**config.mk**
```make
export PLATFORM = sky130hd
export DESIGN_NAME = serial_adder_flat
export DESIGN_NICKNAME = d
export VERILOG_FILES = /design/src/rtl/serial_adder_if.sv /design/src/rtl/serial_adder.sv /design/src/flat_wrapper.sv
export SDC_FILE = /design/constraint.sdc
export NUM_CORES = 1
export LEC_CHECK = 0
export CAP_MARGIN = 20
export CORE_MARGIN = 2
export CORE_UTILIZATION = 53
export DETAILED_ROUTE_END_ITERATION = 7
export HOLD_SLACK_MARGIN = 0.12
export PLACE_DENSITY = 0.82
export SETUP_SLACK_MARGIN = 0.3
export SLEW_MARGIN = 20
export SYNTH_ARGS = -nofsm -noshare
export SYNTH_HDL_FRONTEND = slang
export SYNTH_SLANG_ARGS = --single-unit
export TNS_END_PERCENT = 100
```
**constraint.sdc**
```tcl
create_clock -name clk -period 4.8 [get_ports clk]
set_input_delay 0.72 -clock clk [delete_from_list [all_inputs] [get_ports clk]]
set_output_delay 0.72 -clock clk [all_outputs]
set_load 0.02 [all_outputs]
```
**src/rtl/serial_adder_if.sv**
```systemverilog
// Handshake bundle for the bit-serial adder: operand channel in, result channel out.
interface serial_adder_if #(
    parameter int unsigned WIDTH = 8
);
    logic             in_valid;
    logic             in_ready;
    logic [WIDTH-1:0] a;
    logic [WIDTH-1:0] b;
    logic             cin;
    logic             out_valid;
    logic             out_ready;
    logic [WIDTH-1:0] sum;
    logic             cout;
    logic             busy;

    // Producer/consumer side of the adder
    modport master (
        output in_valid, a, b, cin, out_ready,
        input  in_ready, out_valid, sum, cout, busy
    );

    // The adder itself
    modport slave (
        input  in_valid, a, b, cin, out_ready,
        output in_ready, out_valid, sum, cout, busy
    );
endinterface

```
**src/rtl/serial_adder.sv**
```systemverilog
// Bit-serial WIDTH-bit adder: one full-adder slice, carry held in a flop,
// operands shifted out LSB-first, sum shifted in MSB-first, result offered
// through a valid/ready handshake.
module serial_adder #(
    parameter int unsigned WIDTH = 8
) (
    input  logic          clk,
    input  logic          rst_n,
    serial_adder_if.slave bus
);

    localparam int unsigned CNT_W = $clog2(WIDTH) + 1;
    localparam logic [CNT_W-1:0] CNT_LAST = CNT_W'(WIDTH - 1);

    typedef enum logic [1:0] {
        IDLE = 2'd0,
        RUN  = 2'd1,
        DONE = 2'd2
    } state_t;

    state_t           state_q, state_d;
    logic [WIDTH-1:0] a_sh_q, a_sh_d;
    logic [WIDTH-1:0] b_sh_q, b_sh_d;
    logic [WIDTH-1:0] sum_sh_q, sum_sh_d;
    logic             carry_q, carry_d;
    logic [CNT_W-1:0] cnt_q, cnt_d;
    logic             fa_sum;
    logic             fa_cout;

    // Single full-adder slice on the current LSBs and the held carry
    always_comb begin
        fa_sum  = a_sh_q[0] ^ b_sh_q[0] ^ carry_q;
        fa_cout = (a_sh_q[0] & b_sh_q[0]) | (carry_q & (a_sh_q[0] ^ b_sh_q[0]));
    end

    // Next-state and datapath update
    always_comb begin
        state_d  = state_q;
        a_sh_d   = a_sh_q;
        b_sh_d   = b_sh_q;
        sum_sh_d = sum_sh_q;
        carry_d  = carry_q;
        cnt_d    = cnt_q;
        case (state_q)
            IDLE: begin
                if (bus.in_valid) begin
                    state_d  = RUN;
                    a_sh_d   = bus.a;
                    b_sh_d   = bus.b;
                    carry_d  = bus.cin;
                    cnt_d    = '0;
                    sum_sh_d = '0;
                end
            end
            RUN: begin
                a_sh_d   = a_sh_q >> 1;
                b_sh_d   = b_sh_q >> 1;
                // Concatenate-then-shift keeps this legal for WIDTH == 1
                sum_sh_d = WIDTH'({fa_sum, sum_sh_q} >> 1);
                carry_d  = fa_cout;
                if (cnt_q == CNT_LAST) begin
                    state_d = DONE;
                end else begin
                    cnt_d = cnt_q + CNT_W'(1);
                end
            end
            DONE: begin
                if (bus.out_ready) begin
                    state_d = IDLE;
                end
            end
            default: begin
                state_d = IDLE;
            end
        endcase
    end

    // State and datapath registers; reset discards any in-flight operation
    always_ff @(posedge clk or negedge rst_n) begin
        if (!rst_n) begin
            state_q  <= IDLE;
            a_sh_q   <= '0;
            b_sh_q   <= '0;
            sum_sh_q <= '0;
            carry_q  <= 1'b0;
            cnt_q    <= '0;
        end else begin
            state_q  <= state_d;
            a_sh_q   <= a_sh_d;
            b_sh_q   <= b_sh_d;
            sum_sh_q <= sum_sh_d;
            carry_q  <= carry_d;
            cnt_q    <= cnt_d;
        end
    end

    // Handshake flags are pure state decodes; result comes straight from flops
    assign bus.in_ready  = (state_q == IDLE);
    assign bus.busy      = (state_q == RUN);
    assign bus.out_valid = (state_q == DONE);
    assign bus.sum       = sum_sh_q;
    assign bus.cout      = carry_q;

endmodule

```
**src/flat_wrapper.sv**
```systemverilog
// flat-port wrapper written by rule: the top's interface ports become plain ports
module serial_adder_flat 
#(
    parameter int unsigned WIDTH = 8
)
  (clk, rst_n, bus_in_valid, bus_a, bus_b, bus_cin, bus_out_ready, bus_in_ready, bus_out_valid, bus_sum, bus_cout, bus_busy);
  serial_adder_if #(.WIDTH(WIDTH)) bus_i ();
  input  logic clk;
  input  logic rst_n;
  input wire logic [$bits(bus_i.in_valid)-1:0] bus_in_valid;
  input wire logic [$bits(bus_i.a)-1:0] bus_a;
  input wire logic [$bits(bus_i.b)-1:0] bus_b;
  input wire logic [$bits(bus_i.cin)-1:0] bus_cin;
  input wire logic [$bits(bus_i.out_ready)-1:0] bus_out_ready;
  output wire logic [$bits(bus_i.in_ready)-1:0] bus_in_ready;
  output wire logic [$bits(bus_i.out_valid)-1:0] bus_out_valid;
  output wire logic [$bits(bus_i.sum)-1:0] bus_sum;
  output wire logic [$bits(bus_i.cout)-1:0] bus_cout;
  output wire logic [$bits(bus_i.busy)-1:0] bus_busy;
  assign bus_i.in_valid = bus_in_valid;
  assign bus_i.a = bus_a;
  assign bus_i.b = bus_b;
  assign bus_i.cin = bus_cin;
  assign bus_i.out_ready = bus_out_ready;
  assign bus_in_ready = bus_i.in_ready;
  assign bus_out_valid = bus_i.out_valid;
  assign bus_sum = bus_i.sum;
  assign bus_cout = bus_i.cout;
  assign bus_busy = bus_i.busy;
  serial_adder #(.WIDTH(WIDTH)) u_core (.clk(clk), .rst_n(rst_n), .bus(bus_i));
endmodule
```
==> metrics <==
CTS tree built; HP Class reg -> reg; Placed Area 1755 um2; Post-CTS Resized 0; Synth cell types 31; final total power 1121 uW; Filler Cell Count 198; gr usage total 0.1986; Slew @ Worst Pin 0.4760 ns; I/O Buffers 32; first-pass GRT wire length 4719 um; Setup violations, final 0; crit path cell chain nand2b_1 > inv_2 > clkdlybuf4s50_1; dpl cells 189; CP endpoint kind output port; sw frac 0.3857; syn nets 158; sequential-to-total area share from yosys stat 0.5354; Sequential Power Share 0.414; Finished Cell Area 1812 um2; Antenna Nets Post-Route 0; Die Width 56.29 um; Root Driver clkbuf_4; worst-path maximum fanout 22; clk_lat worst skew 0.33 ns; DRC 0; Top delay family on crit path buffers and inverters; Hold Startpoint u_core.b_sh_q[6]$_DFFE_PN0P_; slew margin rel. 0.6822; R2R Path Start u_core.state_q[0]$_DFFE_PN0P_; WS Path Type reg -> out; Startpoint Class register; routed via count 1078; die area 3168 um2; vias per cell 5.500; Yosys reg bits 31; fin crit share 0.6268; worst setup path start u_core.state_q[0]$_DFFE_PN0P_; Clock Power Share 0.137; Worst Path Buf+Inv 2; CTS Buf Count 5; Layout Nets 189; Die Height 56.29 um; Worst EP arrival 2.29 ns; I/O Pins 33; CTS H-tree lvls 2; post-CTS setup buffer count 0; Leak 0.0008450 uW; RD Place Congestion 0.7359; DR WL/cell 14.05 um; worst clock skew 0.002952 ns; hpwl dp 1972 um; Mean Syn Cell Area 10.73 um2; GR Overflow Total 0; Final Hold Viols 0; combinational fraction of design power 0.449; Int Pwr 688.8 uW; Fin Setup TNS 0 ns; TritonCTS Sinks 31; Net Sw Power 432.5 uW; Pins Over Slew Limit 0; Max Fclk 332.4 MHz; Area Overhead vs Synth 25.04%; Rows 18; Final min period 3.009 ns; Cell Pwr Density 618.9 nW/um2; status completed; slowest stage delay, CP 0.70 ns; cell count after synthesis 135; Final Non-Filler Cells 196; Routed WL 2754 um; synthesis warning total 0; Initial DRT Pass Iterations 4; MaxCap Viol Count 0; Max rail drop VDD 0.0004127 V; Starting DRT DRC Count 22; Clock Tree Buf Depth 2; critical path data required time 4.08 ns; largest net degree at the start of global routing 40; initial core utilization 0.5693; number of global-route vias before repair 1037; share of layout cells above drive strength 1 0.08434; CORE AREA 2545 um2; antenna violations before repair 0; n_diodes 0; count of hold-fix buffers inserted at cts 0; Worst-path clk slew 0.09 ns; Worst path slowest cell clkdlybuf4s50_1; RSZ-0062 raised after global routing no; synthesized area 1449 um2
## cell families after synthesis
logic type,synth area share
flops,0.5354
mux,0.09672
simple gates,0.1382
compound gates,0.1459
buf+inv,0.06130
fa+ha+maj,0.02245
## path summary, 6_finish.rpt
kind,to,slack (ns),cells past startpoint
max,bus_busy,1.79,3
min,u_core.b_sh_q[6]$_DFFE_PN0P_,0.49,2
max reg2reg,u_core.a_sh_q[1]$_DFFE_PN0P_,3.05,4
min reg2reg,u_core.b_sh_q[6]$_DFFE_PN0P_,0.49,2
max in group asynchronous,u_core.b_sh_q[1]$_DFFE_PN0P_,3.76,2
min in group asynchronous,u_core.a_sh_q[2]$_DFFE_PN0P_,0.77,2
## placed cells by master, fill, tap and decap left out, drive strengths merged, types with 2 or more instances in the layout
cell,count
mux2i,14
clkdlybuf4s50,32
dfrtp,31
clkbuf,6
a21oi,4
inv,5
nand3,5
nand2,20
o21ai,17
a22o,8
nor2b,6
buf,2
## power by group through the flow
| stage | Combinational [uW] | Sequential, uW | Clock, uW |
|---|---|---|---|
| 6_report | 503 | 464 | 154 |
| 4_1_cts | 511 | 463 | 161 |
| 3_3_place_gp | 489 | 460 | 0 |
| 5_1_grt | 559 | 482 | 170 |
| 3_5_place_dp | 511 | 468 | 0 |
| 2_1_floorplan | 345 | 480 | 0 |
## area by class of cell
class / instances / area [um2] / area share
Sequential cell: 31 / 775.7 / 0.4282
Timing Repair Buffer: 34 / 335.3 / 0.1851
Clock buffer: 6 / 51.30 / 0.02831
Clock inverter: 1 / 5.005 / 0.002762
Inverter: 5 / 18.77 / 0.01036
Multi-Input combinational cell: 89 / 588.1 / 0.3246
Tap cell: 30 / 37.54 / 0.02072
## sequential cells by signal, summed over array words and instances, names as in the netlist
| name | flops |
|---|---|
| u_core.a_sh_q | 8 |
| u_core.bus.cout | 1 |
| u_core.state_q | 2 |
| u_core.bus.sum | 8 |
| u_core.b_sh_q | 8 |
| u_core.cnt_q | 4 |
## Yosys cell counts
cell / count / area (um2)
and3b_1: 1 / 8.760
nor2b_1: 6 / 37.54
a22o_1: 7 / 61.31
nor3_1: 1 / 5.000
o221a_2: 1 / 11.26
mux2i_1: 14 / 140.1
o21ai_1: 7 / 35.03
and3_2: 1 / 7.510
fa_1: 1 / 20.02
or4_1: 1 / 7.510
nor3b_1: 1 / 7.510
buf_6: 3 / 33.78
nand3_1: 5 / 25.02
buf_2: 5 / 25.02
or4b_1: 1 / 10.01
inv_1: 4 / 15.01
a211o_1: 1 / 8.760
buf_4: 1 / 7.510
nor2_1: 1 / 3.750
nand4_1: 1 / 6.260
clkbuf_1: 1 / 3.750
ha_1: 1 / 12.51
nand2_1: 20 / 75.07
nand2b_1: 1 / 6.260
o21bai_1: 1 / 7.510
dfrtp_1: 31 / 775.7
a211oi_1: 1 / 7.510
o21ai_0: 10 / 50.05
a21oi_1: 4 / 20.02
inv_2: 1 / 3.750
a22o_2: 1 / 10.01
## worst register-to-register path, stage by stage (launching register included)
cell	delay, ns
dfrtp_1	0.58
nand2b_1	0.25
inv_2	0.42
mux2i_1	0.27
o21ai_0	0.10
## routing by layer
| metal | wire length, um | GRT usage |
|---|---|---|
| met1 | 1207 | 0.2379 |
| met2 | 1297 | 0.3143 |
| met3 | 180 | 0.07834 |
| met4 | 68 | 0.09184 |
| met5 | 0 | 0 |
## stage by stage
| step | hold WS (ns) | setup WS, ns | util |
|---|---|---|---|
| 6_report | 0.4878 | 1.791 | 0.7119 |
| 5_1_grt | 0.5172 | 1.608 | 0.7119 |
| 4_1_cts | 0.4924 | 1.786 | 0.7119 |
| 3_5_place_dp | 0.4706 | 2.149 | 0.6898 |
| 3_3_place_gp | 0.4608 | 2.209 | 0.6898 |
| 2_1_floorplan | 0.4244 | 3.141 | - |
No activity file was read; power rests on OpenSTA's default activity.
